### config.mk
export PLATFORM = sky130hd
export DESIGN_NAME = motor_pos_pwm_ctrl
export DESIGN_NICKNAME = d
export VERILOG_FILES = /design/src/rtl/motor_pos_pwm_ctrl.sv
export SDC_FILE = /design/constraint.sdc
export NUM_CORES = 1
export LEC_CHECK = 0
export BUFFER_PORTS_ARGS = -buffer_cell sky130_fd_sc_hd__buf_2
export CORE_UTILIZATION = 50
export CTS_BUF_LIST = sky130_fd_sc_hd__clkbuf_4 sky130_fd_sc_hd__clkbuf_8
export DETAILED_ROUTE_END_ITERATION = 7
export PLACE_DENSITY = 0.69
export RECOVER_POWER = 50
export SYNTH_ARGS = -nofsm -noshare
export SYNTH_HDL_FRONTEND = slang
export SYNTH_SLANG_ARGS = --single-unit
### constraint.sdc
create_clock -name clk_48 -period 8.61 [get_ports clk_48]
set_input_delay 0.861 -clock clk_48 [delete_from_list [all_inputs] [get_ports clk_48]]
set_output_delay 0.861 -clock clk_48 [all_outputs]
set_load 0.05 [all_outputs]
### src/rtl/motor_pos_pwm_ctrl.sv
// Closed-loop position controller: proportional error to PWM duty, settle detection,
// and stall fault for a quadrature-encoded DC motor.
module motor_pos_pwm_ctrl #(
  parameter int unsigned PWM_PERIOD     = 2400,
  parameter int unsigned KP             = 4,
  parameter int unsigned DUTY_MAX       = 2160,
  parameter int unsigned DEADBAND       = 2,
  parameter int unsigned SETTLE         = 4,
  parameter int unsigned STALL_LIMIT    = 50,
  parameter int unsigned COUNTS_PER_REV = 348
) (
  input  logic        clk_48,
  input  logic        reset_n,
  input  logic        enable,
  input  logic        cmd_valid,
  input  logic [3:0]  cmd_cyc,
  input  logic [11:0] cmd_pos,
  output logic        cmd_ready,
  input  logic [3:0]  cyc,
  input  logic [11:0] pos,
  output logic        pwm,
  output logic        motor_dir,
  output logic [11:0] duty,
  output logic        at_target,
  output logic        fault
);

  localparam int unsigned CntW    = $clog2(PWM_PERIOD);
  localparam int unsigned SettleW = $clog2(SETTLE + 1);
  localparam int unsigned StallW  = $clog2(STALL_LIMIT + 1);

  localparam logic [CntW-1:0]    CntLast    = CntW'(PWM_PERIOD - 1);
  localparam logic [12:0]        Cpr        = 13'(COUNTS_PER_REV);
  localparam logic [11:0]        PosMax     = 12'(COUNTS_PER_REV - 1);
  localparam logic [13:0]        Band       = 14'(DEADBAND);
  localparam logic [13:0]        Band2      = 14'(2 * DEADBAND);
  localparam logic [17:0]        Kp18       = 18'(KP);
  localparam logic [17:0]        DutyMax18  = 18'(DUTY_MAX);
  localparam logic [11:0]        DutyMax    = 12'(DUTY_MAX);
  localparam logic [SettleW-1:0] SettleLast = SettleW'(SETTLE - 1);
  localparam logic [StallW-1:0]  StallLast  = StallW'(STALL_LIMIT - 1);

  typedef enum logic [1:0] {StIdle, StMove, StHold, StFault} state_e;

  state_e              state_q;
  logic [CntW-1:0]     cnt_q;
  logic [12:0]         abs_q;
  logic [12:0]         target_q;
  logic [12:0]         last_pos_q;
  logic signed [13:0]  err_q;
  logic [SettleW-1:0]  settle_q;
  logic [StallW-1:0]   stall_q;
  logic [11:0]         duty_q;
  logic                dir_q;
  logic                at_target_q;
  logic                fault_q;
  logic                cmd_ready_q;

  logic        tick;
  logic        accept;
  logic [11:0] pos_clamped;
  logic [12:0] cmd_target;
  logic [13:0] err_mag;
  logic [17:0] prod;
  logic        in_band;
  logic        far;
  logic [11:0] duty_calc;
  logic        dir_calc;
  logic        stalled;

  assign tick        = (cnt_q == CntLast);
  assign accept      = cmd_valid && cmd_ready_q && enable;
  assign pos_clamped = (cmd_pos > PosMax) ? PosMax : cmd_pos;
  assign cmd_target  = 13'(cmd_cyc) * Cpr + 13'(pos_clamped);

  assign err_mag   = err_q[13] ? 14'(-err_q) : 14'(err_q);
  assign prod      = {4'd0, err_mag} * Kp18;
  assign in_band   = (err_mag <= Band);
  assign far       = (err_mag > Band2);
  assign duty_calc = in_band ? 12'd0 : ((prod >= DutyMax18) ? DutyMax : prod[11:0]);
  // Inside the deadband the last drive direction is kept to avoid chattering.
  assign dir_calc  = in_band ? dir_q : ~err_q[13];
  assign stalled   = (duty_calc == DutyMax) && (abs_q == last_pos_q);

  always_ff @(posedge clk_48) begin
    if (!reset_n) begin
      cnt_q <= '0;
      abs_q <= '0;
      err_q <= '0;
    end else begin
      cnt_q <= tick ? '0 : cnt_q + CntW'(1);
      abs_q <= 13'(cyc) * Cpr + 13'(pos);
      err_q <= $signed({1'b0, target_q}) - $signed({1'b0, abs_q});
    end
  end

  always_ff @(posedge clk_48) begin
    if (!reset_n) begin
      state_q     <= StIdle;
      target_q    <= '0;
      last_pos_q  <= '0;
      settle_q    <= '0;
      stall_q     <= '0;
      duty_q      <= '0;
      dir_q       <= 1'b0;
      at_target_q <= 1'b0;
      fault_q     <= 1'b0;
      cmd_ready_q <= 1'b1;
    end else begin
      if (tick) last_pos_q <= abs_q;
      if (!enable) begin
        state_q     <= StIdle;
        settle_q    <= '0;
        stall_q     <= '0;
        duty_q      <= '0;
        at_target_q <= 1'b0;
        fault_q     <= 1'b0;
        cmd_ready_q <= 1'b1;
      end else begin
        unique case (state_q)
          StIdle: begin
            duty_q <= '0;
            if (accept) begin
              target_q    <= cmd_target;
              state_q     <= StMove;
              cmd_ready_q <= 1'b0;
              settle_q    <= '0;
              stall_q     <= '0;
            end
          end
          StMove: begin
            if (tick) begin
              duty_q  <= duty_calc;
              dir_q   <= dir_calc;
              stall_q <= stalled ? stall_q + StallW'(1) : '0;
              if (stalled && stall_q == StallLast) begin
                state_q  <= StFault;
                fault_q  <= 1'b1;
                duty_q   <= '0;
              end else if (in_band) begin
                if (settle_q == SettleLast) begin
                  state_q     <= StHold;
                  at_target_q <= 1'b1;
                  cmd_ready_q <= 1'b1;
                  settle_q    <= '0;
                end else begin
                  settle_q <= settle_q + SettleW'(1);
                end
              end else begin
                settle_q <= '0;
              end
            end
          end
          StHold: begin
            if (tick) begin
              duty_q <= duty_calc;
              dir_q  <= dir_calc;
            end
            // A new command wins; the tick above still used the old target via err_q.
            if (accept || (tick && far)) begin
              if (accept) target_q <= cmd_target;
              state_q     <= StMove;
              at_target_q <= 1'b0;
              cmd_ready_q <= 1'b0;
              settle_q    <= '0;
              stall_q     <= '0;
            end
          end
          StFault: begin
            duty_q <= '0;
          end
          default: state_q <= StIdle;
        endcase
      end
    end
  end

  // duty_q is forced to zero in IDLE and FAULT, which also silences pwm there.
  assign pwm       = (32'(cnt_q) < 32'(duty_q));
  assign duty      = duty_q;
  assign motor_dir = dir_q;
  assign at_target = at_target_q;
  assign fault     = fault_q;
  assign cmd_ready = cmd_ready_q;

endmodule

==> flow_summary.yaml <==
status:
  outcome: "complete, but fails checks"
  violations: "max-capacitance violations, max-slew violations"
cells_and_area:
  instances_no_fill: 976
  nFillCells: 1204
  design_area_um2: 6974
  final_util_pct: 55.49
  area_delta_synth_final_pct: 8.613
  diodes: 0
  nets: 929
  layout-drive-gt1-share_pct: 9.826
min_path:
  hold_path.class: "flop to flop"
  hold_end: "settle_q[2]"
  hold_depth: 2
  min_from: "settle_q[2]"
timing:
  setup_viol: 0
  clock.fmax_mhz: 250.2
  setup_slack_ns: 4.613
  setup_tns_ns: 0
  hold_viol: 0
  min_period_over_period_pct: 46.42
  drv_slew: 49
  worst_pin_slew_ns: 1.960
  relSlewSlack_pct: -30.67
  worst_hold_slack_ns: 0.4412
  rsz0062_at_grt: "no"
  fin_skew_ns: 0.01418
  min_period_ns: 3.997
placement:
  gp_congestion: 0.8419
  dp.cells: 960
  dp_hpwl_um: 10550
  port_buffers: 50
  dp_slack_ns: 4.280
  place_area_um2: 6769
critical_path:
  cp-start-kind: "primary input"
  crit_family: "adder cells"
  critPathCaptureType: "flop"
  worstReg2RegEnd: "stall_q[0]"
  r2r_setup_slack_ns: 4.86
  reg2reg_depth: 10
  timing.rr.start: "err_q[0]"
  critPathKind: "primary input to flop"
  slowest_delay_ns: 0.45
  critPathMaxFanout: 4
  path_cells: "buf_2 > fa_1 > fa_1 > ha_1 > a21o_1 > a21oi_1 > xnor2_1 > ha_1 > or3_1 > o21ai_0 > a21oi_1 > a31oi_1 > xnor2_1 > a211oi_1"
  required_ns: 8.77
  crit_arrival_ns: 4.15
  worstPathBufferInverterCount: 1
  slowest_stage: "fa_1"
die:
  coreArea_um2: 12570
  die_x_um: 115.3
  dieArea_um2: 13300
  num_rows: 41
  initial_core_util_pct: 51.09
  io_pins: 53
  die_h_um: 115.3
power_and_ir_drop:
  p_sw_uw: 555.6
  pwr-share-seq_pct: 35.6
  finalPower_mw: 1.487
  switching_share_pct: 37.35
  power.share.clock_pct: 22.3
  powerDensity_nw_per_um2: 213.3
  cellLeakagePower_nw: 3.020
  peakVddDrop_v: 0.0001100
  p_int_uw: 931.8
  power_frac_comb_pct: 42.1
yosys:
  ys_ff_latch: 90
  synth_edf_count: 0
  synth_ff_type: "dfxtp_1"
  synth_area_um2: 6421
  ys_warn_count: 0
  async_flop_share_pct: 0
  postSynthCellCount: 754
  syn-mean-instance-area_um2: 8.516
  ys_seq_area_share_pct: 28.06
  yosysUniqueCellTypes: 68
detailed_routing:
  wirelength_um: 13210
  wl_per_cell_um: 13.54
  via_count: 5216
  antenna_left: 0
  initialDrtViolationCount: 215
  drtPass1Iterations: 4
  via_per_inst: 5.344
  drc: 0
clocking:
  ctsHoldBuffers: 0
  cts_resized: 0
  root_buffer: "clkbuf_8"
  cts_buffers: 9
  cts_setup_buffers: 0
  cts_tree: "built"
  clk_latency_ns: 0.37
  clk_pin_slew_worst_paths_ns: 0.09
  clock_sinks: 90
  htreeDepth: 3
  ctsLongestPathBuffers: 2
grt:
  grt_usage_pct: 21.07
  antenna_found_initial: 0
  grt_pass1_vias: 5089
  overflow: 0
  grt_pass1_wl_um: 22330
  grt_max_degree: 49
flow_run:
  maxCapViolCount: 1
[placed cells by master, fill, tap and decap left out, types with 4 or more instances in the layout]
cell type  instances
clkbuf_8          10
xnor2_1           33
o21bai_1           5
a22oi_1            4
buf_2             34
ha_1              83
o21ai_0           26
a32oi_1            4
nor2b_1           12
nor2_1            60
clkbuf_1          18
a211oi_1           7
a21o_1            24
nand2_1           71
a31oi_1           15
nor3_1            17
and2_1             5
or2_2              5
xor2_1            30
a21oi_1           54
and3_1            10
nand2b_1           9
dfxtp_1           90
conb_1             5
nor4_1             8
fa_1              11
mux2i_1           10
nand3_1           20
inv_1             60
[Yosys cell counts, types with 3 or more instances]
| cell type | n | area [µm²] |
|---|---|---|
| a211oi_1 | 7 | 52.55 |
| a21boi_0 | 3 | 22.52 |
| a21o_1 | 24 | 180.2 |
| a21oi_1 | 54 | 270.3 |
| a221o_2 | 3 | 33.78 |
| a22oi_1 | 4 | 30.03 |
| a31o_2 | 3 | 26.28 |
| a31oi_1 | 15 | 93.84 |
| a32oi_1 | 4 | 35.03 |
| and2_1 | 6 | 37.54 |
| and3_1 | 10 | 62.56 |
| buf_1 | 3 | 11.26 |
| buf_6 | 5 | 56.30 |
| clkbuf_1 | 10 | 37.54 |
| dfxtp_1 | 90 | 1802 |
| fa_1 | 11 | 220.2 |
| ha_1 | 83 | 1039 |
| inv_1 | 60 | 225.2 |
| mux2i_1 | 10 | 100.1 |
| nand2_1 | 71 | 266.5 |
| nand2b_1 | 9 | 56.30 |
| nand3_1 | 20 | 100.1 |
| nand3b_1 | 3 | 22.52 |
| nand4_1 | 3 | 18.77 |
| nor2_1 | 60 | 225.2 |
| nor2b_1 | 12 | 75.07 |
| nor3_1 | 17 | 85.08 |
| nor4_1 | 8 | 50.05 |
| o211ai_1 | 3 | 22.52 |
| o21ai_0 | 26 | 130.1 |
| o21bai_1 | 5 | 37.54 |
| o31ai_1 | 3 | 22.52 |
| or2_2 | 5 | 31.28 |
| or3_1 | 3 | 18.77 |
| xnor2_1 | 33 | 289.0 |
| xor2_1 | 30 | 262.8 |
[final cells by class]
type,instances,area [µm²],share of cell area [%]
clock inverters,6,95.09,1.363
well taps,172,215.2,3.086
multi-input cells,585,4254,61.00
repair buffers,53,245.2,3.516
clock buffers,10,137.6,1.973
inverters,60,225.2,3.229
flip-flops and latches,90,1802,25.83
[worst register-to-register path, cell delays in order, from the launching register on]
cell and delay [ns]:
dfxtp_1 0.37, inv_1 0.14, ha_1 0.32, or4b_1 0.54, nor4_2 0.27, mux2i_1 0.28, o21a_1 0.29, a211oi_1 0.13
or4b_2 0.76, or3_2 0.44, a21oi_1 0.14
[power by group through the flow]
| stage | Clock [mW] | Combinational [mW] | Sequential [mW] |
|---|---|---|---|
| 6_report | 0.332 | 0.626 | 0.530 |
| 4_1_cts | 0.340 | 0.629 | 0.530 |
| 3_5_place_dp | 0 | 0.624 | 0.540 |
| 2_1_floorplan | 0 | 0.538 | 0.513 |
| 3_3_place_gp | 0 | 0.609 | 0.538 |
| 5_1_grt | 0.359 | 0.710 | 0.539 |
[registers in the layout, summed over array words and instances (netlist names), 2 cells and up]
register    cells
target_q       13
settle_q        3
stall_q         6
state_q         2
err_q          14
duty           10
abs_q          13
last_pos_q     13
cnt_q          12
[logic make-up (layout without fill, tap and decap cells)]
kind of cell    after synthesis  after routing  share of synthesized area, %
simple gates                244            244                         18.94
compound gates              169            169                         17.26
fa+ha+maj                    94             94                         19.60
flops                        90             90                         28.06
buf+inv                      83            129                         5.924
xor+xnor                     63             63                         8.593
mux                          10             10                         1.559
other cells                   1              5                       0.05840
[routing by layer]
| metal | wire length [µm] | vias to the layer above | track usage (%) |
|---|---|---|---|
| met5 | 0 | - | 0 |
| met4 | 206 | 0 | 6.840 |
| met3 | 340 | 17 | 3.690 |
| met2 | 6700 | 72 | 39.40 |
| met1 | 5966 | 2418 | 24.05 |
| li1 | - | 2709 | - |
[how the worst max path moves through the flow]
stage | start | endpoint | slack, ns | cells after the start
floorplan | cmd_cyc[1] | target_q[12] | 4.72 | 13
global placement | cmd_cyc[1] | target_q[12] | 4.46 | 14
detailed placement | cmd_cyc[1] | target_q[12] | 4.28 | 14
CTS | cmd_cyc[1] | target_q[12] | 4.66 | 14
global route | cyc[2] | abs_q[12] | 4.43 | 16
finish | cmd_cyc[1] | target_q[12] | 4.61 | 14
(Power assumes the default switching activity.)
